File: src/rtl/sd4_operand_loader_pkg.sv
// Shared constants and types for the SD4 operand loader.
// Holds the tap count, per-operand widths, the derived bus widths of the
// packed image/weight buses, and the width of the slot counters.
package sd4_operand_loader_pkg;

  localparam int N_TAPS    = 9;   // operands per window (3x3)
  localparam int PIX_W     = 8;   // pixel width
  localparam int WT_W      = 4;   // SD4 weight width
  localparam int EXP_W     = 5;   // exponent-bias width

  localparam int IMG_BUS_W = N_TAPS * PIX_W;   // 72
  localparam int WT_BUS_W  = N_TAPS * WT_W;    // 36

  // A counter must be able to hold N_TAPS itself (full window).
  localparam int CNT_W     = $clog2(N_TAPS + 1);

  typedef logic [CNT_W-1:0] cnt_t;

endpackage

File: src/rtl/sd4_operand_loader_if.sv
// Bus interface of the SD4 operand loader.
// Three streams: weight nibbles in, pixels in, packed bundles out, plus the
// wt_clr pulse.
//   master : the side that feeds operands and consumes bundles
//   slave  : the loader itself
//
// Handshake rule for every stream: a beat transfers on a rising clk edge
// where valid and ready are both 1. Ready may depend combinationally on
// valid-independent state and on wt_clr/out_ready, never on the beat's own
// valid. A source holds valid and data stable until the beat transfers.
interface sd4_operand_loader_if;
  import sd4_operand_loader_pkg::*;

  logic                 wt_clr;
  logic                 wt_valid;
  logic                 wt_ready;
  logic [WT_W-1:0]      wt_data;
  logic [EXP_W-1:0]     exp_bias_in;

  logic                 px_valid;
  logic                 px_ready;
  logic [PIX_W-1:0]     px_data;

  logic                 out_valid;
  logic                 out_ready;
  logic [IMG_BUS_W-1:0] image_out;
  logic [WT_BUS_W-1:0]  weight_out;
  logic [EXP_W-1:0]     exp_bias_out;

  modport master (
    output wt_clr, wt_valid, wt_data, exp_bias_in,
    output px_valid, px_data,
    output out_ready,
    input  wt_ready, px_ready,
    input  out_valid, image_out, weight_out, exp_bias_out
  );

  modport slave (
    input  wt_clr, wt_valid, wt_data, exp_bias_in,
    input  px_valid, px_data,
    input  out_ready,
    output wt_ready, px_ready,
    output out_valid, image_out, weight_out, exp_bias_out
  );

endinterface

File: src/rtl/sd4_operand_loader_serial_packer.sv
// sd4_serial_packer: collects N_TAPS serial operands of width W into a flat
// register, operand k at [W*k +: W], with a fill count.
// Ports:
//   clk, rst  clock, asynchronous active-low reset (buffer and count -> 0)
//   clr       drop the partial fill (count -> 0), highest priority
//   restart   buffer has been consumed: count -> 0, or -> 1 when wr_en
//             writes slot 0 in the same cycle
//   wr_en     write data at slot cnt and advance
//   data      operand in
//   bus       packed operands
//   cnt       number of slots filled (0..N_TAPS)
// WRAP=1 returns the count to 0 after the last slot is written (resident
// weight set); WRAP=0 leaves it at N_TAPS until restart (pixel window).
module sd4_serial_packer #(
  parameter int N_TAPS = 9,
  parameter int W      = 8,
  parameter bit WRAP   = 1'b0
) (
  input  logic                         clk,
  input  logic                         rst,
  input  logic                         clr,
  input  logic                         restart,
  input  logic                         wr_en,
  input  logic [W-1:0]                 data,
  output logic [N_TAPS*W-1:0]          bus,
  output logic [$clog2(N_TAPS+1)-1:0]  cnt
);

  localparam int CNT_W = $clog2(N_TAPS + 1);
  localparam logic [CNT_W-1:0] LAST = CNT_W'(N_TAPS - 1);
  localparam logic [CNT_W-1:0] FULL = CNT_W'(N_TAPS);

  always_ff @(posedge clk or negedge rst) begin
    if (!rst) begin
      bus <= '0;
      cnt <= '0;
    end else if (clr) begin
      cnt <= '0;
    end else if (restart) begin
      if (wr_en) begin
        bus[0 +: W] <= data;
        cnt         <= CNT_W'(1);
      end else begin
        cnt <= '0;
      end
    end else if (wr_en && (cnt < FULL)) begin
      // A write into a full buffer is ignored, so the count never passes N_TAPS.
      bus[cnt*W +: W] <= data;
      cnt             <= (WRAP && (cnt == LAST)) ? '0 : cnt + CNT_W'(1);
    end
  end

endmodule

File: src/rtl/sd4_operand_loader.sv
// sd4_operand_loader: front end of the SD4 MAC.
// Loads a resident weight set (N_TAPS nibbles plus exponent bias), then
// gathers pixel windows of N_TAPS bytes. It emits one registered
// {image, weight, exp_bias} bundle per window on a valid/ready output.
// Ports:
//   clk  clock
//   rst  asynchronous active-low reset
//   ldr  loader bus (slave side): weight stream, pixel stream, bundle output
//        and the wt_clr pulse
module sd4_operand_loader
  import sd4_operand_loader_pkg::*;
(
  input  logic                 clk,
  input  logic                 rst,
  sd4_operand_loader_if.slave  ldr
);

  logic                 wts_valid;
  logic [EXP_W-1:0]     exp_bias_q;
  logic [WT_BUS_W-1:0]  wt_bus;
  logic [IMG_BUS_W-1:0] px_bus;
  cnt_t                 wt_cnt;
  cnt_t                 px_cnt;
  logic                 wt_fire;
  logic                 wt_last;
  logic                 px_fire;
  logic                 move;

  // wt_clr wins over every same-cycle handshake, so both readies drop with it.
  assign ldr.wt_ready = !wts_valid && !ldr.wt_clr;
  assign wt_fire      = ldr.wt_valid && ldr.wt_ready;
  assign wt_last      = wt_fire && (wt_cnt == cnt_t'(N_TAPS - 1));

  // A full window moves to the output register when that register is free or
  // drains this cycle. The freed slot 0 accepts a pixel in the same cycle,
  // which keeps the stream at one pixel per clock.
  assign move         = (px_cnt == cnt_t'(N_TAPS)) && (!ldr.out_valid || ldr.out_ready)
                        && !ldr.wt_clr;
  assign ldr.px_ready = wts_valid && !ldr.wt_clr
                        && ((px_cnt < cnt_t'(N_TAPS)) || move);
  assign px_fire      = ldr.px_valid && ldr.px_ready;

  sd4_serial_packer #(.N_TAPS(N_TAPS), .W(WT_W), .WRAP(1'b1)) u_wt_packer (
    .clk     (clk),
    .rst     (rst),
    .clr     (ldr.wt_clr),
    .restart (1'b0),
    .wr_en   (wt_fire),
    .data    (ldr.wt_data),
    .bus     (wt_bus),
    .cnt     (wt_cnt)
  );

  sd4_serial_packer #(.N_TAPS(N_TAPS), .W(PIX_W), .WRAP(1'b0)) u_px_packer (
    .clk     (clk),
    .rst     (rst),
    .clr     (ldr.wt_clr),
    .restart (move),
    .wr_en   (px_fire),
    .data    (ldr.px_data),
    .bus     (px_bus),
    .cnt     (px_cnt)
  );

  // The weight set becomes usable on the edge that stores its last nibble.
  // The bias is captured together with that nibble.
  always_ff @(posedge clk or negedge rst) begin
    if (!rst) begin
      wts_valid  <= 1'b0;
      exp_bias_q <= '0;
    end else if (ldr.wt_clr) begin
      wts_valid  <= 1'b0;
    end else if (wt_last) begin
      wts_valid  <= 1'b1;
      exp_bias_q <= ldr.exp_bias_in;
    end
  end

  // Output register. wt_clr does not touch it, so a pending bundle keeps the
  // weights it was built with.
  always_ff @(posedge clk or negedge rst) begin
    if (!rst) begin
      ldr.out_valid    <= 1'b0;
      ldr.image_out    <= '0;
      ldr.weight_out   <= '0;
      ldr.exp_bias_out <= '0;
    end else if (move) begin
      ldr.out_valid    <= 1'b1;
      ldr.image_out    <= px_bus;
      ldr.weight_out   <= wt_bus;
      ldr.exp_bias_out <= exp_bias_q;
    end else if (ldr.out_ready) begin
      ldr.out_valid    <= 1'b0;
    end
  end

endmodule

File: src/flat_wrapper.sv
// flat-port wrapper written by rule: the top's interface ports become plain ports
module sd4_operand_loader_flat import sd4_operand_loader_pkg::*;
  (clk, rst, ldr_wt_clr, ldr_wt_valid, ldr_wt_data, ldr_exp_bias_in, ldr_px_valid, ldr_px_data, ldr_out_ready, ldr_wt_ready, ldr_px_ready, ldr_out_valid, ldr_image_out, ldr_weight_out, ldr_exp_bias_out);
  sd4_operand_loader_if ldr_i ();
  input  logic clk;
  input  logic rst;
  input wire logic [$bits(ldr_i.wt_clr)-1:0] ldr_wt_clr;
  input wire logic [$bits(ldr_i.wt_valid)-1:0] ldr_wt_valid;
  input wire logic [$bits(ldr_i.wt_data)-1:0] ldr_wt_data;
  input wire logic [$bits(ldr_i.exp_bias_in)-1:0] ldr_exp_bias_in;
  input wire logic [$bits(ldr_i.px_valid)-1:0] ldr_px_valid;
  input wire logic [$bits(ldr_i.px_data)-1:0] ldr_px_data;
  input wire logic [$bits(ldr_i.out_ready)-1:0] ldr_out_ready;
  output wire logic [$bits(ldr_i.wt_ready)-1:0] ldr_wt_ready;
  output wire logic [$bits(ldr_i.px_ready)-1:0] ldr_px_ready;
  output wire logic [$bits(ldr_i.out_valid)-1:0] ldr_out_valid;
  output wire logic [$bits(ldr_i.image_out)-1:0] ldr_image_out;
  output wire logic [$bits(ldr_i.weight_out)-1:0] ldr_weight_out;
  output wire logic [$bits(ldr_i.exp_bias_out)-1:0] ldr_exp_bias_out;
  assign ldr_i.wt_clr = ldr_wt_clr;
  assign ldr_i.wt_valid = ldr_wt_valid;
  assign ldr_i.wt_data = ldr_wt_data;
  assign ldr_i.exp_bias_in = ldr_exp_bias_in;
  assign ldr_i.px_valid = ldr_px_valid;
  assign ldr_i.px_data = ldr_px_data;
  assign ldr_i.out_ready = ldr_out_ready;
  assign ldr_wt_ready = ldr_i.wt_ready;
  assign ldr_px_ready = ldr_i.px_ready;
  assign ldr_out_valid = ldr_i.out_valid;
  assign ldr_image_out = ldr_i.image_out;
  assign ldr_weight_out = ldr_i.weight_out;
  assign ldr_exp_bias_out = ldr_i.exp_bias_out;
  sd4_operand_loader u_core (.clk(clk), .rst(rst), .ldr(ldr_i));
endmodule
File: config.mk
export PLATFORM = sky130hd
export DESIGN_NAME = sd4_operand_loader_flat
export DESIGN_NICKNAME = d
export VERILOG_FILES = /design/src/rtl/sd4_operand_loader_pkg.sv /design/src/rtl/sd4_operand_loader_if.sv /design/src/rtl/sd4_operand_loader_serial_packer.sv /design/src/rtl/sd4_operand_loader.sv /design/src/flat_wrapper.sv
export SDC_FILE = /design/constraint.sdc
export NUM_CORES = 1
export LEC_CHECK = 0
export BUFFER_PORTS_ARGS = -buffer_cell sky130_fd_sc_hd__buf_2
export CAP_MARGIN = 0
export CORE_MARGIN = 2
export CORE_UTILIZATION = 29
export CTS_BUF_LIST = sky130_fd_sc_hd__clkbuf_4
export DETAILED_ROUTE_END_ITERATION = 7
export HOLD_SLACK_MARGIN = 0.1
export PLACE_DENSITY = 0.56
export SYNTH_ARGS = -nofsm -noshare
export SYNTH_HDL_FRONTEND = slang
export SYNTH_SLANG_ARGS = --single-unit
File: constraint.sdc
create_clock -name clk -period 3 [get_ports clk]
set_clock_uncertainty 0.1 [all_clocks]
set_input_delay 0.3 -clock clk [delete_from_list [all_inputs] [get_ports clk]]
set_output_delay 0.3 -clock clk [all_outputs]
set_load 0.02 [all_outputs]
[Yosys cells after proc, flatten, opt, wreduce, memory -nomap -nowiden]
Cells that the tools add are included.
Cells by class
  $add $sub $neg: 4
  $lt $le $gt $ge: 2
  eq/ne operators: 3
  shift operators: 4
  multiplexer cells: 16
  bitwise logic cells: 2
  reductions and logical operators: 24
Operators with widths (count)
  $bwmux W72: 1
  $shift A8 B34 Y72 const A: 1
  $shiftx A8 B34 Y72: 1
  $bwmux W36: 1
  $shift A4 B34 Y36 const A: 1
  $shiftx A4 B34 Y36: 1
  $neg A6 Y34: 1
  $neg A7 Y34: 1
  $mux W4: 6
  $mux W8: 3
  $logic_and A1 B1 Y1: 10
  $add A4 B1 Y4 const B: 2
  $eq A4 B4 Y1 const B: 2
  $lt A4 B4 Y1 const B: 2
  $reduce_bool A2 Y1: 4
  $reduce_and A3 Y1: 2
  $mux W1: 5
  $reduce_and A2 Y1: 2
  $logic_not A1 Y1: 3
  $reduce_bool A3 Y1: 1
  $logic_or A1 B1 Y1: 2
  $ne A2 B2 Y1 const B: 1
  $not A1 Y1: 2
Word-level totals
  register bits after elaboration: 236
  input bits: 23
  output and inout bits: 116
  word-level logic and storage cells: 66

[Longest topological paths before layout]
Gate-level depths: netlist (run 1).
  depth after elaboration: 11
  depth in mapped cells: 9
  depth with buffers taken out: 6

[By module]
Synthesis (run 1) repeated with hierarchy kept, for this count alone.
Unflattened totals
  cell total of the unflattened synthesis: 672
  area, all modules: 10387.5 µm²
Modules (own cells, without submodules)
  sd4_operand_loader: times used 1, cells each 267, area each 4898.4 µm², seq. area each 3002.9 µm²
  sd4_serial_packer at u_core.u_px_packer: times used 1, cells each 233, area each 3323.2 µm², seq. area each 1901.8 µm²
  sd4_serial_packer at u_core.u_wt_packer: times used 1, cells each 172, area each 2165.8 µm², seq. area each 1001.0 µm²

[Worst setup path after synthesis (run 1)]
No wires, ideal clock.
  path kind: register to register
  start point: register u_core.u_px_packer.cnt[0]
  end point: register u_core.u_px_packer.bus[34]
  setup time: 125 ps
  arrival: 2368 ps
  path slack: 408 ps
  stages on the path, launching flop included: 8
  buffers on the path: 1
  period minus slack after synthesis: 2592 ps
  path through: dfrtp_1 -> clkbuf_1 -> inv_1 -> ha_1 -> xor2_1 -> a2111oi_2 -> nand3_1 -> mux2_2
Between the ends
  word-level cells in the longest chain between the ends: 8
  elaborated cells between the ends (all ways): 14
Ends and longest elaborated chain
  start, declared: RTL line sd4_operand_loader_serial_packer.sv:26  | output logic [$clog2(N_TAPS+1)-1:0] cnt
  start signal, assigned: RTL line sd4_operand_loader_serial_packer.sv:49  | cnt <= (WRAP && (cnt == LAST)) ? '0 : cnt + CNT_W'(1);
  branches (longest 8 deep; another with $neg A7 Y34)
  end signal, assigned by index: RTL line sd4_operand_loader_serial_packer.sv:41  | bus[0 +: W] <= data;
  end signal, assigned by index: RTL line sd4_operand_loader_serial_packer.sv:48  | bus[cnt*W +: W] <= data;
  end, declared: RTL line sd4_operand_loader_serial_packer.sv:25  | output logic [N_TAPS*W-1:0] bus,
Parallel ways; which one is timed is not known.
A chain may end at the register's enable or synchronous reset.

[Worst setup path after layout (run 1)]
  start point: register u_core.u_px_packer.cnt[1]
  end point: output port ldr_px_ready
Between the ends
  word-level cells in the longest chain between the ends: 5
  elaborated cells between the ends (all ways): 6
Ends and longest elaborated chain
  branches (longest 3 deep; another with $lt A4 B4 Y1)
  $logic_or A1 B1 Y1 (*): RTL line sd4_operand_loader.sv:40  | && ((px_cnt < cnt_t'(N_TAPS)) || move);
  $logic_and A1 B1 Y1 (*): RTL line sd4_operand_loader.sv:40
  end, declared: RTL line flat_wrapper.sv:15  | output wire logic [$bits(ldr_i.px_ready)-1:0] ldr_px_ready;
Every way passes the cells marked *.

==> metrics.md, run 1 <==
| Metric | Value |
|---|---|
| Worst setup SP type | `flip-flop` |
| Max-cap violations | `0` |
| Postcts setup bufs | `0` |
| Post-DP Area | `11100 µm²` |
| Drt pass-1 iters | `4` |
| Final WL | `22700 µm` |
| Residual antenna-violating net count after detailed routing | `0` |
| Initial core utilization | `29.3%` |
| Post-DR wirelength/cell | `16.2 µm` |
| IO buf count | `138` |
| P_sw | `1.55 mW` |
| Async set-reset flop share out of synthesis | `100%` |
| Yosys cell types | `48` |
| Crit path capture type | `primary output` |
| Actual slew at the worst max-slew pin | `563 ps` |
| Setup CP Type | `flip-flop to primary output` |
| Root buf cell | `clkbuf_4` |
| Pin count of the biggest net entering global routing | `59` |
| Sw frac | `22.9%` |
| Status | `finished, final reports clean` |
| Top_reg_cell synth | `dfrtp_1` |
| Sum Neg Setup Slack | `0 ps` |
| Worst min path class | `input port to flip-flop` |
| Fin area | `12300 µm²` |
| Final setup viols | `0` |
| CTS sink count | `236` |
| Core area | `33400 µm²` |
| Register area share after synthesis | `60.4%` |
| Bufs on Longest Clock Path | `3` |
| Std cell rows | `67` |
| Die height | `188 µm` |
| Clock share of power | `48.7%` |
| Final worst path period share | `93.5%` |
| CTS Buf Count | `70` |
| Die Area | `35200 µm²` |
| Vias in the first global route | `6659` |
| Critical path arrival | `2410 ps` |
| GR Overflow Total | `0` |
| Io pins | `139` |
| Mapped Area | `9770 µm²` |
| DR iter-0 viols | `219` |
| Placer congestion estimate | `0.800` |
| Post-synth EDFFs | `0` |
| Share of cells above drive strength 1 | `51.3%` |
| CP max FO | `9` |
| Most common cell after layout, fill and taps aside | `dfrtp_1` |
| Relative slew slack | `62.4%` |
| Gr usage total | `13.2%` |
| Die Wd | `188 µm` |
| First-pass GRT wire length | `36700 µm` |
| Share of the synthesized area in the top cell type | `60.4%` |
| Worst path required time | `2600 ps` |
| Nets | `939` |
| Post-DP HPWL | `15000 µm` |
| R2r setup slk | `390 ps` |
| PD cells | `549 nW/µm²` |
| F_max | `356 MHz` |
| P_int | `5.22 mW` |
| Drt drc | `0` |
| H-Tree Depth | `3` |
| Cells after synthesis | `680` |
| Initial antenna violation count | `3` |
| RSZ-0062 raised after global routing | `no` |
| Register bit total from synthesis | `236` |
| Logic pwr share | `3.5%` |
| Seq pwr share | `47.8%` |
| Vias/cell | `4.40` |
| Clk_lat worst skew | `670 ps` |
| Mapped Nets | `712` |
| Worst vdd ir | `0.235 mV` |
| Top cells by area, synth | `dfrtp_1, mux2_2, mux2i_1, ha_1, nand2_1` |
| Synthesis Warnings | `0` |
| Commonest non-fill, non-tap cells in the layout | `dfrtp_1, mux2_2, buf_2` |
| Leading area contributor after synthesis | `dfrtp_1` |
| Vias | `6192` |
| Final Hold Fails | `0` |
| Leak Pwr | `6.56 nW` |
| Synth-to-layout area growth | `26.3%` |
| Minimum clock period | `2810 ps` |
| Post-Syn Area per Cell | `14.4 µm²` |
| Max Slew Vio Count | `0` |
| CTS clk-pin slew, worst paths | `60 ps` |
| CTS tree | `done` |
-- layout make-up --
class | count | area, µm²
antenna | 2 | 5.00
tap | 448 | 561
clock inverter | 17 | 175
timing repair buffer | 183 | 1190
fill | 3371 | 21000
multi-input combinational | 389 | 3630
clock buffer | 104 | 781
sequential | 236 | 5910
inverter | 27 | 101
-- state kept, by name, indices dropped and copies added (netlist names) --
register and count:
u_core.ldr.weight_out 36, u_core.wts_valid 1, u_core.u_wt_packer.bus 36, u_core.ldr.exp_bias_out 5, u_core.ldr.image_out 72, u_core.ldr.out_valid 1, u_core.u_px_packer.cnt 4, u_core.u_px_packer.bus 72
u_core.exp_bias_q 5, u_core.u_wt_packer.cnt 4
-- worst paths after layout --
kind	start	cells after the start	to
max	u_core.u_px_packer.cnt[1]	6	ldr_px_ready
min	ldr_out_ready	4	u_core.ldr.out_valid
max reg2reg	u_core.u_px_packer.cnt[0]	5	u_core.u_px_packer.bus[51]
min reg2reg	u_core.u_px_packer.bus[31]	1	u_core.ldr.image_out[31]
max in group asynchronous	rst	4	u_core.ldr.image_out[4]
min in group asynchronous	rst	3	u_core.u_px_packer.bus[70]
-- worst max-delay path, stage by stage, from the launching register on --
cell and delay, ps:
dfrtp_1 460, inv_1 140, ha_1 150, nand2_1 110, or3_4 440, a31oi_1 230
buf_2 220
-- logic make-up (layout without fill, tap and decap cells) --
kind of cell / after synthesis / in the layout / share of synthesized area (%)
AOI/OAI and AO/OA: 29 / 29 / 2.74
xor gates and xnor gates: 4 / 4 / 0.359
adders and majority gates: 9 / 9 / 1.15
buffers and inverters: 55 / 331 / 2.51
DFF: 236 / 236 / 60.4
muxes: 228 / 228 / 26.0
other: 0 / 2 / 0
and+or+nand+nor: 119 / 119 / 6.79
-- routing by layer --
metal	track usage (%)	vias to the layer above	wire length, µm
li1	-	2910	-
met5	0	-	13
met2	20.0	171	10200
met1	17.5	3072	10700
met4	5.27	2	432
met3	4.47	37	1390
-- power by group through the flow --
stage | registers [mW] | clock network, mW | logic [mW]
after floorplan | 3.29 | 0 | 0.0794
final | 3.24 | 3.30 | 0.238
after global placement | 3.29 | 0 | 0.217
after global routing | 3.24 | 3.64 | 0.274
after CTS | 3.23 | 3.46 | 0.247
after detailed placement | 3.29 | 0 | 0.219
-- Yosys cell counts (3+ instances only) --
master / number
a21oi_1: 8
and2_1: 7
and3_1: 12
and4b_1: 6
buf_2: 10
buf_4: 7
clkbuf_1: 11
dfrtp_1: 236
ha_1: 9
inv_1: 27
mux2_2: 206
mux2i_1: 20
nand2_1: 28
nand2b_1: 9
nand3_1: 11
nand3b_1: 3
nor2_1: 16
nor2b_1: 3
nor3_1: 7
nor3b_1: 4
or3_1: 3
-- what timing repair did --
action / 4_1_cts / 5_1_grt
hold endpoints to repair: 341 / 0
endpoints found under the setup margin: 1 / 0
hold buffers: 23 / 0
gates resized for setup: 2 / 0
-- through the flow --
stage                     hold slack, ps  setup slack, ps  total power [mW]  cells  util [%]
after floorplan                    -95.6              408              3.37    680         -
after global placement               234              366              3.51   1260      33.4
after detailed placement             236              311              3.51   1260      33.4
after CTS                            118              117              6.94   1404      37.0
after global routing                 126             37.7              7.15   1405      37.0
final                                157              195              6.77   1406      37.0
No activity file was read; power rests on OpenSTA's default activity.
==> run 2, diff against run 1 <==
==> constraint.sdc (replaced) <==
create_clock -name clk -period 3.47 [get_ports clk]
set_clock_uncertainty 0.1 [all_clocks]
set_input_delay 0.347 -clock clk [delete_from_list [all_inputs] [get_ports clk]]
set_output_delay 0.347 -clock clk [all_outputs]
set_load 0.02 [all_outputs]
==> metrics.md, run 2 (synthesized netlist as in run 1, its figures left out) <==
| Metric | Value |
|---|---|
| Status | `finished, final reports clean` |
| IO buf count | `138` |
| Residual antenna-violating net count after detailed routing | `0` |
| Total power | `5.45 mW` |
| Vias | `6247` |
| Fin util | `36.1%` |
| Std cell rows | `67` |
| Final worst path period share | `88.1%` |
| Placer congestion estimate | `0.797` |
| R2r setup slk | `610 ps` |
| Worst vdd ir | `0.192 mV` |
| Post-DP HPWL | `14800 µm` |
| Reg2reg start | `u_core.u_px_packer.cnt[0]` |
| CTS Buf Count | `69` |
| Setup CP Type | `flip-flop to primary output` |
| F_max | `327 MHz` |
| Sum Neg Setup Slack | `0 ps` |
| Minimum clock period | `3060 ps` |
| Synth-to-layout area growth | `23.2%` |
| Nets | `924` |
| Post-DP Area | `11000 µm²` |
| Worst setup SP type | `flip-flop` |
| Leak Pwr | `6.40 nW` |
| CP max FO | `12` |
| CTS tree | `done` |
| RSZ-0062 raised after global routing | `no` |
| Worst setup path endpoint | `ldr_px_ready` |
| Reg2Reg Depth | `6` |
| Pin count of the biggest net entering global routing | `92` |
| Hold_ws | `170 ps` |
| Share of cells above drive strength 1 | `50.2%` |
| Area of the multi-input gates | `3620 µm²` |
| Commonest non-fill, non-tap cells in the layout | `dfrtp_1, mux2_2, buf_2` |
| Most common cell after layout, fill and taps aside | `dfrtp_1` |
| Worst min path class | `input port to asynchronous set/reset pin` |
| Bufs on Longest Clock Path | `3` |
| Buf/Inv on CP | `1` |
| GR Overflow Total | `0` |
| Clk_lat worst skew | `700 ps` |
| PD cells | `453 nW/µm²` |
| Postcts setup bufs | `0` |
| H-Tree Depth | `3` |
| Dpl ws | `619 ps` |
| Final WL | `22600 µm` |
| Gr usage total | `13.4%` |
| Post-DR wirelength/cell | `16.3 µm` |
| DR iter-0 viols | `264` |
| Initial core utilization | `29.3%` |
| Initial antenna violation count | `3` |
| Vias/cell | `4.51` |
| Fin area | `12000 µm²` |
| Critical path arrival | `2610 ps` |
| Die Area | `35200 µm²` |
| Setup ws final | `414 ps` |
| Final setup viols | `0` |
| Dpl cells | `1247` |
| Drt drc | `0` |
| Cell family with most CP delay | `simple AND/OR/NAND/NOR gates` |
| Root buf cell | `clkbuf_4` |
| Critical Path Stages | `5` |
| Worst stage delay on the critical path | `600 ps` |
| Crit path max-delay cell type | `dfrtp_1` |
| Vias in the first global route | `6574` |
| Post-cts sizing count | `0` |
| Fillers | `3347` |
| CTS clk-pin slew, worst paths | `60 ps` |
| Worst path required time | `3020 ps` |
| Drt pass-1 iters | `4` |
| Worst r2r dst | `u_core.u_px_packer.bus[8]` |
| Relative slew slack | `40.8%` |
| First-pass GRT wire length | `37200 µm` |
| Actual slew at the worst max-slew pin | `884 ps` |
| Io pins | `139` |
| Max-cap violations | `0` |
| Biggest regs | `u_core.ldr.image_out: 72 flops, u_core.u_px_packer.bus: 72 flops` |
| Worst-path cell chain | `ha_1 > nand2_1 > or3_1 > a31oi_1 > buf_2` |
| Die height | `188 µm` |
| Max Slew Vio Count | `0` |
| Final Hold Fails | `0` |
| Non-filler cells, final | `1385` |
| Critical path origin | `u_core.u_px_packer.cnt[0]` |
| Core area | `33400 µm²` |
| Crit path capture type | `primary output` |
| Register area | `5910 µm²` |
| Die Wd | `188 µm` |
| CTS sink count | `236` |
## run 2: area by class of cell
cell class                      instances  area share (%)
Sequential cell                       236            49.0
Multi-Input combinational cell        389            30.1
Timing Repair Buffer                  169            8.63
Clock buffer                           94            5.86
Tap cell                              448            4.66
Clock inverter                         20           0.852
Inverter                               27           0.842
Antenna cell                            2          0.0416
## run 2: report_power, final
group,switching (mW),internal [mW],total (mW),leakage (nW)
registers,0.0197,2.78,2.80,3.22
logic,0.130,0.0649,0.195,2.71
clock network,1.19,1.26,2.45,0.484
total,1.34,4.11,5.45,6.40
## run 2: how the worst min path moves through the flow
| stage | slack, ps | start | to |
|---|---|---|---|
| floorplan | -50 | rst | u_core.exp_bias_q[0] |
| global placement | 320 | rst | u_core.ldr.image_out[40] |
| detailed placement | 320 | rst | u_core.ldr.image_out[41] |
| CTS | 150 | rst | u_core.u_px_packer.bus[5] |
| global route | 180 | rst | u_core.u_px_packer.bus[5] |
| finish | 170 | rst | u_core.ldr.image_out[40] |
## run 2: worst reg2reg max path, stage by stage (launching register included)
cell and delay (ps):
dfrtp_1 600, inv_1 140, ha_1 280, xor2_1 190, a2111oi_2 570, nand3_1 450
mux2_2 410
## run 2: layer usage
metal | vias up | part of all wire [%] | track usage [%]
met2 | 185 | 45 | 20.0
met4 | 2 | 2.5 | 5.72
met5 | - | 0.057 | 0
met3 | 48 | 5.9 | 4.15
li1 | 2881 | - | -
met1 | 3131 | 46 | 17.9
## run 2: what timing repair did
item                                    in CTS  in global routing
hold buffers                                22                  0
endpoints found under the setup margin       0                  0
hold endpoints to repair                   238                  0
